[src/rtl/fetch_stage.sv]
// -----------------------------------------------------------------------------
// fetch_stage
//
// Instruction-fetch stage of the pipelined MIPS CPU. Holds the program counter,
// presents it to the instruction memory, captures the returned word into the
// IF/ID pipeline register and selects the next PC from decode-stage control.
// Architectural branch delay slots are honoured: the word fetched while a
// branch/jump sits in ID always enters IF/ID, so nothing is ever flushed.
//
// Parameters
//   RESET_PC  first fetch address after reset
//   IM_WORDS  instruction memory depth in words (address check only)
//
// Ports
//   clk          single clock, rising edge
//   reset        asynchronous, active-high
//   stall        hazard-unit freeze of PC and IF/ID
//   npc_sel      00 PC+4, 01 branch, 10 j/jal, 11 jr/jalr
//   cmp_true     branch condition from the ID comparator
//   jr_target    forwarded rs value for jr/jalr
//   if_instr     instruction word for if_pc (combinational memory)
//   if_pc        current fetch address
//   id_pc        PC of the instruction held in IF/ID
//   id_instr     instruction held in IF/ID
//   id_pc8       id_pc + 8, link value for jal/jalr
//   id_exc_code  fetch exception code of the IF/ID instruction (0 = none)
//
// Build option
//   FETCH_ADDR_CHECK_EN  when defined, misaligned or out-of-range fetches are
//                        captured as a nop tagged with AdEL (code 4). When
//                        undefined, id_exc_code is always 0.
// -----------------------------------------------------------------------------
module fetch_stage #(
  parameter logic [31:0] RESET_PC = 32'h0000_3000,
  parameter int unsigned IM_WORDS = 4096
) (
  input  logic        clk,
  input  logic        reset,
  input  logic        stall,
  input  logic [1:0]  npc_sel,
  input  logic        cmp_true,
  input  logic [31:0] jr_target,
  input  logic [31:0] if_instr,
  output logic [31:0] if_pc,
  output logic [31:0] id_pc,
  output logic [31:0] id_instr,
  output logic [31:0] id_pc8,
  output logic [4:0]  id_exc_code
);

  typedef enum logic [1:0] {
    NPC_SEQ    = 2'b00,
    NPC_BRANCH = 2'b01,
    NPC_JUMP   = 2'b10,
    NPC_JREG   = 2'b11
  } npc_sel_e;

  localparam logic [4:0]  EXC_NONE = 5'd0;
  localparam logic [4:0]  EXC_ADEL = 5'd4;
  localparam logic [31:0] NOP      = 32'h0000_0000;

  npc_sel_e    sel;

  logic [31:0] pc_q,       pc_d;
  logic [31:0] id_pc_q,    id_pc_d;
  logic [31:0] id_instr_q, id_instr_d;
  logic [4:0]  id_exc_q,   id_exc_d;

  logic [31:0] pc_plus4;
  logic [31:0] br_offset;
  logic [31:0] br_target;
  logic [31:0] j_target;
  logic        fetch_fault;

  assign sel = npc_sel_e'(npc_sel);

  // ---------------------------------------------------------------------------
  // Fetch address check
  // ---------------------------------------------------------------------------
`ifdef FETCH_ADDR_CHECK_EN
  // 33-bit bounds so that a memory ending at the top of the address space
  // does not wrap the upper limit to a small value.
  localparam logic [32:0] IM_LO = {1'b0, RESET_PC};
  localparam logic [32:0] IM_HI = IM_LO + (33'(IM_WORDS) << 2);

  always_comb begin
    fetch_fault = 1'b0;
    if (pc_q[1:0] != 2'b00)        fetch_fault = 1'b1;
    if ({1'b0, pc_q} <  IM_LO)     fetch_fault = 1'b1;
    if ({1'b0, pc_q} >= IM_HI)     fetch_fault = 1'b1;
  end
`else
  // Depth only matters to the address check.
  localparam int unsigned unused_im_words = IM_WORDS;

  assign fetch_fault = 1'b0;
`endif

  // ---------------------------------------------------------------------------
  // Next-PC candidates, all relative to the instruction currently in ID
  // ---------------------------------------------------------------------------
  assign pc_plus4  = pc_q + 32'd4;
  assign br_offset = {{14{id_instr_q[15]}}, id_instr_q[15:0], 2'b00};
  assign br_target = id_pc_q + 32'd4 + br_offset;
  assign j_target  = {id_pc_q[31:28], id_instr_q[25:0], 2'b00};

  always_comb begin
    pc_d       = pc_q;
    id_pc_d    = id_pc_q;
    id_instr_d = id_instr_q;
    id_exc_d   = id_exc_q;

    // A stall freezes everything, so a redirect in ID is simply
    // re-evaluated on the first unstalled cycle.
    if (!stall) begin
      unique case (sel)
        NPC_SEQ:    pc_d = pc_plus4;
        NPC_BRANCH: pc_d = cmp_true ? br_target : pc_plus4;
        NPC_JUMP:   pc_d = j_target;
        NPC_JREG:   pc_d = jr_target;
        default:    pc_d = pc_plus4;
      endcase

      // The current fetch always enters IF/ID: it is either the next
      // sequential instruction or the delay slot of the redirect in ID.
      id_pc_d = pc_q;
      if (fetch_fault) begin
        id_instr_d = NOP;
        id_exc_d   = EXC_ADEL;
      end else begin
        id_instr_d = if_instr;
        id_exc_d   = EXC_NONE;
      end
    end
  end

  always_ff @(posedge clk or posedge reset) begin
    if (reset) begin
      pc_q       <= RESET_PC;
      id_pc_q    <= '0;
      id_instr_q <= NOP;
      id_exc_q   <= EXC_NONE;
    end else begin
      pc_q       <= pc_d;
      id_pc_q    <= id_pc_d;
      id_instr_q <= id_instr_d;
      id_exc_q   <= id_exc_d;
    end
  end

  assign if_pc       = pc_q;
  assign id_pc       = id_pc_q;
  assign id_instr    = id_instr_q;
  assign id_exc_code = id_exc_q;
  assign id_pc8      = id_pc_q + 32'd8;

endmodule
[config.mk]
export PLATFORM = sky130hd
export DESIGN_NAME = fetch_stage
export DESIGN_NICKNAME = d
export VERILOG_FILES = /design/src/rtl/fetch_stage.sv
export SDC_FILE = /design/constraint.sdc
export NUM_CORES = 1
export LEC_CHECK = 0
export CAP_MARGIN = 20
export CORE_ASPECT_RATIO = 0.8
export CORE_MARGIN = 10
export CORE_UTILIZATION = 30
export DETAILED_ROUTE_END_ITERATION = 12
export PLACE_DENSITY_LB_ADDON = 0.12
export SYNTH_ARGS = -nofsm -noshare
export SYNTH_HDL_FRONTEND = slang
export SYNTH_SLANG_ARGS = --single-unit
[constraint.sdc]
create_clock -name clk -period 3.45 [get_ports clk]
set_input_delay 0.345 -clock clk [delete_from_list [all_inputs] [get_ports clk]]
set_output_delay 0.345 -clock clk [all_outputs]
set_load 0.005 [all_outputs]
# == Word level (Yosys, flattened, before mapping) ==
# Index checks and enable logic that the tools add are counted.
# classes
add_sub_neg,4
n_eq_ne,3
mux,2
reduce_logical,1
# ops
op,count
one-hot mux 32 bit (4 select lines),1
"adder 32 x 3 -> 32 bit, second input constant",2
adder 32 bit,1
"adder 32 x 4 -> 32 bit, second input constant",1
2-to-1 mux 32 bit,1
"== test 2 bit, second input constant",2
"== test 2 x 1 -> 1 bit, second input constant",1
logical NOT 2 bit,1
# word_totals
regBits,96
inputBits,70
out_inout_bits,133
elab_cells,13

# == Logic depth before layout (Yosys ltp) ==
# Gate-level depths: netlist (run 1).
# depth
ltp_word,4
depth_mapped,14
ltp_nobuf,14

# == Worst setup path after synthesis (run 1) ==
# Ideal clock, no wire load.
# synth_timing
kind,flip-flop to flip-flop
from,"reg id_instr_q[15], in the netlist id_instr[15]"
to,"reg pc_q[30], in the netlist if_pc[30]"
setup_time_ns,0.137
arrival_time_ns,2.767
required_ns,3.313
slack_ns,0.547
stages_incl_launch_ff,11
path_buffers,0
period_less_slack_ns,2.903
path_cell_list,dfrtp_1 ha_1 ha_1 and3_1 and3_1 or4b_1 nand4b_1 o211a_1 a31oi_1 mux2i_1 o211ai_1
# synth_between
elab_chain_cells,3
# synth_lines
element,line,rtl
start: declaration,66,"logic [31:0] id_instr_q, id_instr_d;"
start signal: assignment,146,id_instr_q <= id_instr_d;
adder 32 bit,104,assign br_target = id_pc_q + 32'd4 + br_offset;
2-to-1 mux 32 bit,118,NPC_BRANCH: pc_d = cmp_true ? br_target : pc_plus4;
one-hot mux 32 bit (4 select lines),116,unique case (sel)
end signal: assignment,144,pc_q <= pc_d;
end: declaration,64,"logic [31:0] pc_q, pc_d;"
# Every way passes these cells.
# A chain may end at the register's enable or synchronous reset.

# == Worst setup path after layout (run 1) ==
# layout_timing
from,"reg id_instr_q[1], in the netlist id_instr[1]"
to,"reg pc_q[27], in the netlist if_pc[27]"
# The elaborated chain is that of the path after synthesis.

==> results_dict.tcl, run 1 <==
set metrics [dict create \
    cts_root_buf "clkbuf_16" \
    fin_crit_sh_pct 96.5 \
    relSlewSlack_pct 56.2 \
    final_core_util_pct 41.9 \
    drt_iter0_drc 455 \
    vias_per_cell 5.29 \
    wl_met1_um 13800 \
    synth_cell_types 78 \
    min_path_type "in2async" \
    status "finished, final reports clean" \
    die_y_um 161 \
    highest-signal-layer "met5" \
    synth-main-ff-cell "dfrtp_1" \
    vias 7013 \
    combPwrFrac_pct 51.9 \
    die_area_um2 31600 \
    grt_pass1_wl_um 43500 \
    yosysWarnings 0 \
    crit_chain "ha_1 > ha_1 > inv_1 > fa_1 > nor2b_1 > o2111ai_1 > nand2_2 > a311oi_2 > o21ai_2 > a211oi_4 > buf_4 > or4_1 > nand2_1" \
    wl_met2_um 11600 \
    crit_arrival_ps 3620 \
    postSynthAreaPerCell_um2 9.23 \
    grt_overflow 0 \
    gp_congestion 0.865 \
    die_width_um 196 \
    pin_count 203 \
    powerDensity_nw_per_um2 580 \
    antenna_left 0 \
    cap_violations 0 \
    first_pass_iters 5 \
    grt_pass1_vias 7097 \
    final_net_count 1132 \
    cp_common_cell "ha_1" \
    routed_wl_um 27800 \
    portBuffers 197 \
    hold_buffers 0 \
    power.switching_fraction_pct 39.3 \
    setup_tns_ps 0 \
    slew_viol_final 0 \
    crit_path_start_kind "flop" \
    place_hpwl_um 21100 \
    crit_path_end_kind "flop" \
    core_um2 24400 \
    cts.clk_slew.worst_paths_ps 70 \
    grt.total_usage_pct 17.2 \
    totalPowerFinal_mw 5.92 \
    cpMaxStageDelayCell "or4_1" \
    syn_to_final_growth_pct 37.3 \
    drcViolationCount 0 \
    max_stage_delay_ps 460 \
    grt_max_degree 130 \
    worst-setup-path-type "reg2reg" \
    start_util_pct 30.5 \
    clock-sinks 96 \
    wl_met3_um 2120 \
    p_leak_nw 4.27 \
    clockPowerShare_pct 18.9 \
    tightestPinTransition_ps 658 \
    irDropWorstVdd_uv 250 \
    synth-edff-count 0 \
    hold_viol 0 \
    fin_crit_ps 3330 \
    power_frac_seq_pct 29.2 \
    p_int_mw 3.59 \
    p_sw_mw 2.33 \
    synth-seq-cells 96 \
    n_antenna_cell 0 \
    cts_tree "built" \
    stdcell_count 1325 \
    wire_per_inst_um 21.0 \
    synthArstFlopShare_pct 100 \
    cts.htree.levels 3 \
    max_freq_ghz 0.300 \
    synthCells 807 \
    setup_viol 0 \
    seq_area_frac_synth_pct 32.3 \
    cp.required_ps 3740 \
    clock_latency_ps 360 \
    critPathMaxFanout 8 \
    antenna_found_initial 2 \
    synth_area_um2 7440 \
    dpl.cell_count 1308 \
    drive_above_1_share_pct 15.6 \
    r2r_setup_slack_ps 120 \
    skew_ps 12.5 \
    fp-row-count 51 \
    clk_path_buf_depth 2 \
    cts_buffers 9 \
]
==> power groups by stage <==
| stage | sequential (mW) | combinational (mW) | clock (mW) |
|---|---|---|---|
| final | 1.73 | 3.08 | 1.12 |
| after global routing | 1.78 | 3.39 | 1.19 |
| after CTS | 1.73 | 3.08 | 1.16 |
| after detailed placement | 1.74 | 3.06 | 0 |
| after global placement | 1.74 | 3.07 | 0 |
| after floorplan | 1.66 | 1.69 | 0 |
==> flip-flops by register name, summed over array words and instances (netlist names) <==
name      count
if_pc        32
id_pc        32
id_instr     32
==> kinds of logic (layout without fill, tap and decap cells) <==
group,after synthesis,after routing,share of synthesized area (%)
simple gates,224,224,15.1
mux,83,83,12.5
other cells,1,5,0.0504
buf+inv,73,269,4.13
fa+ha+maj,60,60,10.2
compound gates,219,219,19.8
flops,96,96,32.3
xor+xnor,51,51,6.00
==> critical path, delay by kind of cell, from the launching register on <==
family          cells  cell delay (ps)
compound gates      4              780
buf+inv             2              240
flops               1              420
fa+ha+maj           3              900
simple gates        4              900
==> stage by stage <==
step | cell area (µm²) | hold slack, ps | setup WS (ps)
floorplan | 7460 | 496 | 547
global placement | 9860 | 492 | 83.0
detailed placement | 9860 | 494 | 48.7
CTS | 10200 | 453 | 14.2
global route | 10200 | 478 | -13.6
finish | 10200 | 428 | 120
==> cells in the mapped netlist (all sizes together), types with 5 or more instances <==
cell type,count,area (µm²)
a211oi,7,70.1
a21o,14,105
a21oi,61,305
a221oi,6,70.1
a22oi,6,45.0
a31oi,8,50.1
and3,18,113
buf,19,105
clkbuf,28,105
dfrtp,94,2350
ha,59,738
inv,26,97.6
mux2,80,901
nand2,64,240
nand3,29,145
nand4,15,100
nor2,49,186
nor2b,5,31.3
nor3,12,70.1
o21a,6,45.0
o21ai,59,303
o221ai,10,87.6
xnor2,29,254
xor2,22,193
==> layer usage <==
layer	track usage, %	vias to the layer above
met5	0	-
met2	24.6	212
met1	25.1	3400
met3	5.01	18
met4	2.56	4
li1	-	3379
==> worst paths after layout <==
kind	startpoint	endpoint	cells past startpoint
max	id_instr[1]	if_pc[27]	13
min	reset	id_instr[5]	2
max reg2reg	id_instr[1]	if_pc[27]	13
min reg2reg	id_instr[27]	id_instr[27]	1
max in group asynchronous	reset	if_pc[20]	3
min in group clk	id_instr[27]	id_instr[27]	1
==> area by class of cell <==
class	instances	area, µm²
clock buffers	11	233
multi-input cells	642	4780
repair buffers	227	2220
fillers	2448	14200
clock inverters	5	81.3
inverters	26	100
well taps	318	398
flip-flops and latches	96	2410
==> placed cells by master (no fill, tap or decap), types with 4 or more instances in the layout <==
cell type        instances
and2_1                   4
nand2_1                 63
ha_1                    58
nor2_1                  45
a221oi_1                 5
xnor2_1                 29
a21oi_1                 61
nand4_1                 14
xor2_1                  22
nor2_2                   4
a22oi_1                  6
dfrtp_1                 92
clkbuf_16                9
o21a_1                   6
conb_1                   5
nor3_1                  10
a31oi_1                  8
o211ai_1                 4
nor4_1                   4
inv_1                   25
mux2_2                  80
nor3b_1                  4
nand3_1                 28
a211oi_1                 5
and3_1                  18
a32oi_1                  4
buf_4                   28
clkdlybuf4s50_1        194
a21o_1                  14
o21ai_0                 56
nor2b_1                  5
o221ai_1                10
==> timing repair <==
action | CTS | global route
pin swaps | 0 | 2
buffers inserted | 0 | 1
endpoints found under the setup margin | 3 | 15
resized for setup | 2 | 9
Note: power is estimated with default switching activity, not from simulation.
==> run 2, diff against run 1 <==
CTS_CLUSTER_DIAMETER = 60   (was default)
==> results of run 2 <==
Final layout, timing and power as in run 1 (identical DEF).
==> run 3, diff against run 2 <==
REMOVE_ABC_BUFFERS = 1   (was default)
==> run 3 against run 2 <==
Effect of this change:
- flip-flop and latch count unchanged
- largest power group unchanged
- utilization is 0.12 points higher
- non-clock buffer count increased by 5
- hold slack got worse by 120 ps
- via count decreased by 0.84%
- clock power hardly changed
- die area stayed put
- highest routed layer is now met4
==> results_dict.tcl, run 3 (synthesized netlist as in run 1, its figures left out) <==
set metrics [dict create \
    final_net_count 1137 \
    final_cell_mix "194 x clkdlybuf4s50_1, 92 x dfrtp_1, 80 x mux2_2" \
    place_area_um2 9900 \
    vias 6954 \
    worst_slack_ps 216 \
    start_util_pct 30.5 \
    hold_buffers 0 \
    first_pass_iters 5 \
    vias_per_cell 5.23 \
    gp_congestion 0.852 \
    powerDensity_nw_per_um2 576 \
    routed_wl_um 27500 \
    fp-row-count 51 \
    max_stage_delay_ps 520 \
    critPathMaxFanout 6 \
    min_path_type "in2async" \
    clock_latency_ps 360 \
    cp.required_ps 3110 \
    grt_pass1_vias 7126 \
    fin_area_um2 10200 \
    crit_path_start_kind "flop" \
    rsz0062_at_grt "no" \
    cpMaxStageDelayCell "clkdlybuf4s50_1" \
    cap_violations 0 \
    cts.clk_slew.worst_paths_ps 80 \
    dpl.cell_count 1313 \
    tightestPinTransition_ps 621 \
    wire_per_inst_um 20.7 \
    place_hpwl_um 21300 \
    irDropWorstVdd_uv 252 \
    clk_path_buf_depth 2 \
    hold_viol 0 \
    grt_max_degree 89 \
    post-place-ws_ps 162 \
    portBuffers 197 \
    stdcell_count 1330 \
    crit_arrival_ps 2890 \
    drive_above_1_share_pct 15.8 \
    cts_buffers 9 \
    n_antenna_cell 0 \
    die_area_um2 31600 \
    p_leak_nw 4.29 \
    die_y_um 161 \
    drcViolationCount 0 \
    antenna_left 0 \
    cts_tree "built" \
    fin_crit_ps 3230 \
    grt_overflow 0 \
    relSlewSlack_pct 58.2 \
    clock-sinks 96 \
    cts_root_buf "clkbuf_16" \
    setup_viol 0 \
    core_um2 24400 \
    layout_commonest_cell "clkdlybuf4s50_1" \
    grt_pass1_wl_um 43300 \
    slew_viol_final 0 \
    drt_iter0_drc 400 \
    setup_tns_ps 0 \
    totalPowerFinal_mw 5.90 \
    syn_to_final_growth_pct 37.7 \
    die_width_um 196 \
    fin_crit_sh_pct 93.7 \
    grt.total_usage_pct 17.2 \
    crit_chain "buf_4 > ha_1 > nand3_2 > or3_1 > nor2_2 > nand3_1 > xnor2_1 > clkdlybuf4s50_1" \
    cts.htree.levels 3 \
    skew_ps 8.99 \
    nFillCells 2428 \
    antenna_found_initial 0 \
    crit_path_end_kind "output port" \
    status "finished, final reports clean" \
    worst-setup-path-type "reg2out" \
    max_freq_ghz 0.309 \
    pin_count 203 \
]
[run 3: cell count changes in the layout (fill, tap and decap cells not counted), sizes merged]
cell,change
buf,+5
clkinvlp,+2
bufinv,-1
clkinv,-2
clkbuf,+1
[run 3: final cells by class]
class                      instances  area [µm²]  area share [%]
multi-input combinational        642        4770            46.6
clock buffer                      12         256            2.50
inverter                          26         100           0.977
tap                              318         398            3.88
timing repair buffer             232        2260            22.0
clock inverter                     4        52.6           0.513
sequential                        96        2410            23.5
[run 3: where the power goes]
part	internal [mW]	switching, mW	total [mW]
clock network	0.604	0.490	1.09
logic	1.60	1.48	3.08
registers	1.35	0.378	1.73
total	3.55	2.35	5.90
[run 3: worst paths after layout]
check / startpoint / endpoint / slack [ps] / depth (start not counted)
setup / recovery: id_pc[3] / id_pc8[31] / 220 / 8
hold / removal: reset / id_instr[30] / 310 / 2
setup reg to reg: id_instr[1] / if_pc[29] / 270 / 12
hold reg to reg: id_instr[29] / id_instr[29] / 510 / 1
max in group asynchronous: reset / if_pc[13] / 2360 / 3
min in group clk: stall / if_pc[3] / 480 / 3
[run 3: stage by stage]
| step | hold slack, ps | utilization, % |
|---|---|---|
| floorplan | 423 | - |
| global route | 366 | 42.0 |
| global placement | 489 | 40.6 |
| CTS | 323 | 41.9 |
| finish | 311 | 42.0 |
| detailed placement | 497 | 40.6 |
[run 3: worst max-delay path: cells and delay by family, from the launching register on]
family | cells | cell delay (ps)
and+or+nand+nor | 4 | 1050
DFF | 1 | 350
buffers and inverters | 2 | 670
adders and majority gates | 1 | 300
xor gates and xnor gates | 1 | 150
[run 3: layer usage]
metal | GRT usage [%] | wire, µm | up-vias
met4 | 3.29 | 241 | 0
met5 | 0 | 0 | -
met2 | 25.3 | 11800 | 191
met3 | 4.93 | 1880 | 16
met1 | 24.4 | 13500 | 3370
li1 | - | - | 3377
[run 3: repair_timing]
item,4_1_cts,5_1_grt
setup endpoints to repair,2,13
pin swaps,0,1
gates resized for setup,1,8
buffers inserted,0,1
